**config.mk**
```make
export PLATFORM = sky130hd
export DESIGN_NAME = latency_meter
export DESIGN_NICKNAME = d
export VERILOG_FILES = /design/src/rtl/latency_meter.sv
export SDC_FILE = /design/constraint.sdc
export NUM_CORES = 1
export LEC_CHECK = 0
export BUFFER_PORTS_ARGS = -buffer_cell sky130_fd_sc_hd__buf_2
export CAP_MARGIN = 20
export CORE_ASPECT_RATIO = 0.8
export CORE_MARGIN = 1.5
export CORE_UTILIZATION = 52
export CTS_BUF_LIST = sky130_fd_sc_hd__clkbuf_16
export CTS_CLUSTER_DIAMETER = 80
export DETAILED_ROUTE_END_ITERATION = 16
export PLACE_DENSITY = 0.7
export SYNTH_ARGS = -nofsm -noshare
export SYNTH_HDL_FRONTEND = slang
export SYNTH_SLANG_ARGS = --single-unit
```
**constraint.sdc**
```tcl
create_clock -name clk -period 3.37 [get_ports clk]
set_clock_uncertainty 0.15 [all_clocks]
set_input_delay 0.337 -clock clk [delete_from_list [all_inputs] [get_ports clk]]
set_output_delay 0.337 -clock clk [all_outputs]
set_load 0.02 [all_outputs]
```
**src/rtl/latency_meter.sv**
```systemverilog
// Round-trip latency probe: fires a probe pulse into a delay path and counts
// clk cycles until the rising edge of the returned echo.
module latency_meter #(
    parameter int unsigned CNT_W     = 16,
    parameter int unsigned TIMEOUT   = 1000,
    parameter int unsigned PULSE_LEN = 1
) (
    input  logic             clk,
    input  logic             resetn,
    input  logic             start,
    output logic             probe_out,
    input  logic             echo_in,
    output logic             busy,
    output logic             done,
    output logic             timeout_err,
    output logic [CNT_W-1:0] latency
);

    typedef enum logic [1:0] {
        S_IDLE,
        S_MEAS,
        S_DRAIN
    } state_t;

    localparam logic [CNT_W-1:0] TO_CNT  = CNT_W'(TIMEOUT);
    localparam logic [CNT_W-1:0] PL_LAST = CNT_W'(PULSE_LEN - 1);

    state_t           r_state;
    logic [CNT_W-1:0] r_cnt;
    logic             r_echo_prev;
    logic             r_probe;
    logic             r_busy;
    logic             r_done;
    logic             r_terr;
    logic [CNT_W-1:0] r_lat;
    logic             w_edge;

    assign w_edge = echo_in & ~r_echo_prev;

    always_ff @(posedge clk) begin
        if (!resetn) begin
            r_state     <= S_IDLE;
            r_cnt       <= '0;
            r_echo_prev <= 1'b0;
            r_probe     <= 1'b0;
            r_busy      <= 1'b0;
            r_done      <= 1'b0;
            r_terr      <= 1'b0;
            r_lat       <= '0;
        end else begin
            r_echo_prev <= echo_in;
            r_done      <= 1'b0;
            unique case (r_state)
                S_IDLE: begin
                    // A high echo means the path is not quiet; refuse to start.
                    if (start && !echo_in) begin
                        r_state <= S_MEAS;
                        r_cnt   <= '0;
                        r_probe <= 1'b1;
                        r_busy  <= 1'b1;
                        r_terr  <= 1'b0;
                    end
                end
                S_MEAS: begin
                    r_cnt   <= r_cnt + 1'b1;
                    // Probe stays high through cycle PULSE_LEN-1, then latches low.
                    r_probe <= r_probe && (r_cnt != PL_LAST);
                    if (w_edge) begin
                        r_lat   <= r_cnt;
                        r_done  <= 1'b1;
                        r_probe <= 1'b0;
                        r_state <= S_DRAIN;
                    end else if (r_cnt == TO_CNT) begin
                        r_lat   <= '1;
                        r_terr  <= 1'b1;
                        r_done  <= 1'b1;
                        r_probe <= 1'b0;
                        r_state <= S_DRAIN;
                    end
                end
                S_DRAIN: begin
                    r_probe <= 1'b0;
                    if (!echo_in) begin
                        r_state <= S_IDLE;
                        r_busy  <= 1'b0;
                    end
                end
                default: begin
                    r_state <= S_IDLE;
                    r_probe <= 1'b0;
                    r_busy  <= 1'b0;
                end
            endcase
        end
    end

    assign probe_out   = r_probe;
    assign busy        = r_busy;
    assign done        = r_done;
    assign timeout_err = r_terr;
    assign latency     = r_lat;

endmodule

```
; Yosys cells after proc, flatten, opt, wreduce, memory -nomap -nowiden
; Index checks and enable logic that the tools add are counted.
[totals]
word_cells = 54
output_inout_bits = 20
inputBits = 4
ff_bits = 39
[op_classes]
n_eq_ne = 8
bitwise = 3
n_reduce_logical = 13
n_mux = 21
add_sub_neg = 1
[ops]
columns = op, count
row1 = $mux W16, 3
row2 = $pmux W16 S2, 1
row3 = $add A16 B1 Y16 const B, 1
row4 = $eq A16 B10 Y1 const B, 1
row5 = $reduce_bool A16 Y1, 1
row6 = $mux W1, 9
row7 = $mux W2, 4
row8 = $ne A2 B2 Y1 const B, 4
row9 = $pmux W2 S3, 1
row10 = $reduce_and A2 Y1, 3
row11 = $reduce_and A3 Y1, 2
row12 = $pmux W1 S2, 2
row13 = $reduce_and A4 Y1, 1
row14 = $reduce_bool A2 Y1, 2
row15 = $ne A3 B3 Y1 const B, 1
row16 = $pmux W1 S3, 1
row17 = $eq A2 B1 Y1 const B, 1
row18 = $eq A2 B2 Y1 const B, 1
row19 = $logic_and A1 B1 Y1, 2
row20 = $logic_not A2 Y1, 1
row21 = $not A1 Y1, 2
row22 = $and A1 B1 Y1, 1
row23 = $logic_not A1 Y1, 1

; Longest topological paths before layout
[depth]
depth_word = 5
depth_mapped = 7

; Worst setup path before layout
; OpenSTA, ideal clock, no wires.
[synth_path]
path_kind = register to register
start = reg r_cnt[0]
end = reg r_lat[10], in the netlist latency[10]
setup_time_ns = 0.060
arrival_time_ns = 1.424
t_required_ns = 3.160
path_slack_ns = 1.736
path_stages_with_launch = 8
period_less_slack_ns = 1.634
n_path_buf = 1
path_cell_list = dfxtp_1 > inv_1 > ha_1 > and4b_1 > nand4_2 > a21boi_4 > buf_6 > o221a_1
[synth_via]
elab_chain_len = 3
[synth_lines]
columns = item, line
row1 = start: declaration, 29  ; logic [CNT_W-1:0] r_cnt;
row2 = start signal: assignment, 65  ; r_cnt <= r_cnt + 1'b1;
row3 = $eq A16 B10 Y1, 73  ; end else if (r_cnt == TO_CNT) begin
row4 = $reduce_bool A2 Y1 (no line), -
row5 = $reduce_and A2 Y1 (no line), -
row6 = end signal: assignment, 69  ; r_lat <= r_cnt;
row7 = end: declaration, 35  ; logic [CNT_W-1:0] r_lat;
; Every way passes these cells.
; A chain may end at the register's enable or synchronous reset.

; Worst setup path in the final report
[layout_path]
start = reg r_cnt[6]
end = reg r_lat[6], in the netlist latency[6]
[layout_via]
elab_chain_len = 3
word_cells_on_any_way = 4
cone_classes = eq/ne (1) / mux (1) / reduce/logical (2)
[layout_lines]
columns = item, line
row1 = $eq A16 B10 Y1, 73
row2 = $reduce_bool A2 Y1 (no line), -
row3 = $reduce_and A2 Y1 (no line), -
; Parallel ways exist; a longest one is shown, timed or not.

==> flow_summary.json <==
{
  "cts_buffer_depth": 2,
  "hold_path_class": "primary input to flip-flop",
  "postRouteAntennaNets": 0,
  "synth_edf_count": 0,
  "cts_sinks": 39,
  "arrival_ns": 2.17,
  "fillCellCount": 252,
  "firstDrtPassIters": 4,
  "placed_area_mm2": 0.00179,
  "status": "completed",
  "insertion_delay_ns": 0.29,
  "reg2reg_slack_ns": 1.28,
  "fin_ws_ns": 1.28,
  "final_area_mm2": 0.00193,
  "layout.nets": 193,
  "p_per_area_mw_per_mm2": 527,
  "mappedNetlistArea_mm2": 0.00168,
  "cts_hold_buf": 0,
  "drive_gt1_share_pct": 21.3,
  "synth_cell_type_count": 41,
  "drc": 0,
  "avgSynthCellArea_um2": 10.0,
  "cp.required_ns": 3.45,
  "die_w_um": 66.6,
  "worst_pin_slew_ns": 0.797,
  "yosysMostFrequentCell": "dfxtp_1",
  "rows": 18,
  "drt_iter0_drc": 149,
  "fin_crit_ns": 2.09,
  "final-hold-violation-count": 0,
  "h-tree-depth": 2,
  "portBuffers": 23,
  "fmax_ghz": 0.478,
  "regArea_um2": 781,
  "vdd_ir_drop_max_v": 0.000349,
  "cts_tree": "yes",
  "clk_pin_slew_ns": 0.06,
  "seq_area_frac_synth_pct": 46.5,
  "initial_core_util_pct": 54.5,
  "timing.final.crit_share_pct": 62.0,
  "relSlewSlack_pct": 46.7,
  "dieArea_mm2": 0.00358,
  "layout.cells.non_filler": 228,
  "maxCapViolations": 0,
  "p_leak_uw": 0.000767,
  "grt_pass1_vias": 1176,
  "pre_cts_slack_ns": 1.18,
  "vias_per_cell": 6.07,
  "r2r_cells": 4,
  "yosys_most_used_dff": "dfxtp_1",
  "antenna_found_initial": 0,
  "die_h_um": 53.8,
  "rsz0062_at_grt": "false",
  "area.growth.synth_to_final_pct": 14.9,
  "overflow": 0,
  "numCtsBuffers": 5,
  "yosys.area.top_type": "dfxtp_1",
  "grt_pass1_wl_mm": 5.99,
  "crit_path_end_kind": "flip-flop",
  "place.gp.congestion": 0.845,
  "cts_root_buf": "clkbuf_16",
  "synth_nets": 174,
  "setup-violations-final": 0,
  "synthArstFlopShare_pct": 0,
  "synthCells": 168,
  "track_usage_pct": 23.5,
  "setup_tns_ns": 0,
  "crit_type": "flip-flop to flip-flop",
  "drt-total-wl_mm": 3.75,
  "cp_max_fo": 16,
  "io_pins": 24,
  "cts_resized": 0,
  "ys.warnings.count": 0,
  "via_count": 1383,
  "critPathCapture": "latency[6]$_SDFFE_PN0P_",
  "critPathLaunchType": "flip-flop",
  "post-cts-setup-buffers": 0,
  "multi_input_area_um2": 825,
  "crit_start": "r_cnt[6]$_SDFFE_PN0P_",
  "synth_top_area_share_pct": 46.5,
  "r2r_end": "latency[6]$_SDFFE_PN0P_",
  "dpl.hpwl_mm": 2.51,
  "ys_top_cells_by_area": "dfxtp_1, o221a_1, o21ai_0",
  "core_mm2": 0.00309,
  "grt_max_degree": 27,
  "drv_slew": 0,
  "yosys-top-cells-count": "dfxtp_1, o21ai_0, o221a_1, a21oi_1",
  "r2r_start": "r_cnt[6]$_SDFFE_PN0P_",
  "ys_ff_latch": 39,
  "n_antenna_cell": 0,
  "dp_cells": 220,
  "hold_slack_ns": 0.206,
  "routedWlPerCell_um": 16.5
}
-- critical path, cell delays in order, from the launching register on --
cell      delay, ns
dfxtp_1        0.51
and4_1         0.40
nand4_2        0.22
a21boi_4       0.46
o221a_1        0.28
-- worst min path at each step --
stage / depth (start not counted) / slack (ns) / start / endpoint
floorplan: 2 / 0.32 / r_cnt[15]$_SDFFE_PN0P_ / r_cnt[15]$_SDFFE_PN0P_
global placement: 1 / 0.30 / timeout_err$_SDFFE_PN0P_ / timeout_err$_SDFFE_PN0P_
detailed placement: 1 / 0.31 / timeout_err$_SDFFE_PN0P_ / timeout_err$_SDFFE_PN0P_
CTS: 2 / 0.20 / echo_in / r_echo_prev$_SDFF_PN0_
global route: 2 / 0.24 / echo_in / r_echo_prev$_SDFF_PN0_
finish: 2 / 0.21 / echo_in / r_echo_prev$_SDFF_PN0_
-- metrics by stage --
step                total power (uW)  util, %
floorplan                        545        -
global placement                 562     57.9
detailed placement               564     57.9
CTS                             1020     62.6
global route                    1050     62.6
finish                          1020     62.6
-- sequential cells by signal, summed over array words and instances, names as in the netlist --
| register | flops |
|---|---|
| busy | 1 |
| done | 1 |
| latency | 16 |
| probe_out | 1 |
| r_cnt | 16 |
| r_echo_prev | 1 |
| r_state | 2 |
| timeout_err | 1 |
-- metal layers --
layer / share of wire (%) / vias to the layer above / GRT usage (%)
met1: 50 / 664 / 32.8
met4: 1.3 / 0 / 7.82
li1: - / 678 / -
met3: 4.3 / 5 / 9.00
met5: 0 / - / 0
met2: 44 / 36 / 33.5
-- area by class of cell --
class | count | area share (%)
Inverter | 4 | 0.778
Tap cell | 40 | 2.59
Timing Repair Buffer | 23 | 5.96
Sequential cell | 39 | 40.4
Clock inverter | 3 | 1.04
Multi-Input combinational cell | 114 | 42.7
Clock buffer | 5 | 6.48
-- cells in the final DEF (no fill, tap or decap), drive strengths merged --
master,Yosys,final
dfxtp,39,39
buf,6,23
o221a,16,16
o21ai,12,12
a21oi,9,9
nand2,8,8
or3,8,8
nor2,7,7
xor2,6,6
clkbuf,5,5
nand4,5,5
inv,4,4
nand3,4,4
o211ai,4,4
nor2b,3,3
and2,3,3
o2111ai,3,3
and4,3,3
nor4,3,3
a21boi,3,3
and4b,2,2
nand2b,2,2
and3,2,2
ha,2,2
clkinv,0,2
and2b,1,1
nor3,1,1
a31o,1,1
nor4b,1,1
nor3b,1,1
a22oi,1,1
o2bb2ai,1,1
o22ai,1,1
o21a,1,1
clkinvlp,0,1
-- report_power, final --
part | internal (uW) | switching, uW | total [uW]
Sequential | 474 | 10.9 | 485
Combinational | 25.9 | 43.5 | 69.4
Clock | 272 | 190 | 463
Total | 773 | 245 | 1020
-- cells by family (layout without fill, tap and decap cells) --
logic type / count (synthesis) / in the layout / share of synthesized area (%)
AND/OR/NAND/NOR: 54 / 54 / 19.5
buffers and inverters: 15 / 35 / 4.47
flip-flops: 39 / 39 / 46.5
adder cells (fa/ha/maj): 2 / 2 / 1.49
XOR/XNOR: 6 / 6 / 3.13
AO/OA/AOI/OAI: 52 / 52 / 24.9
(Power assumes the default switching activity.)
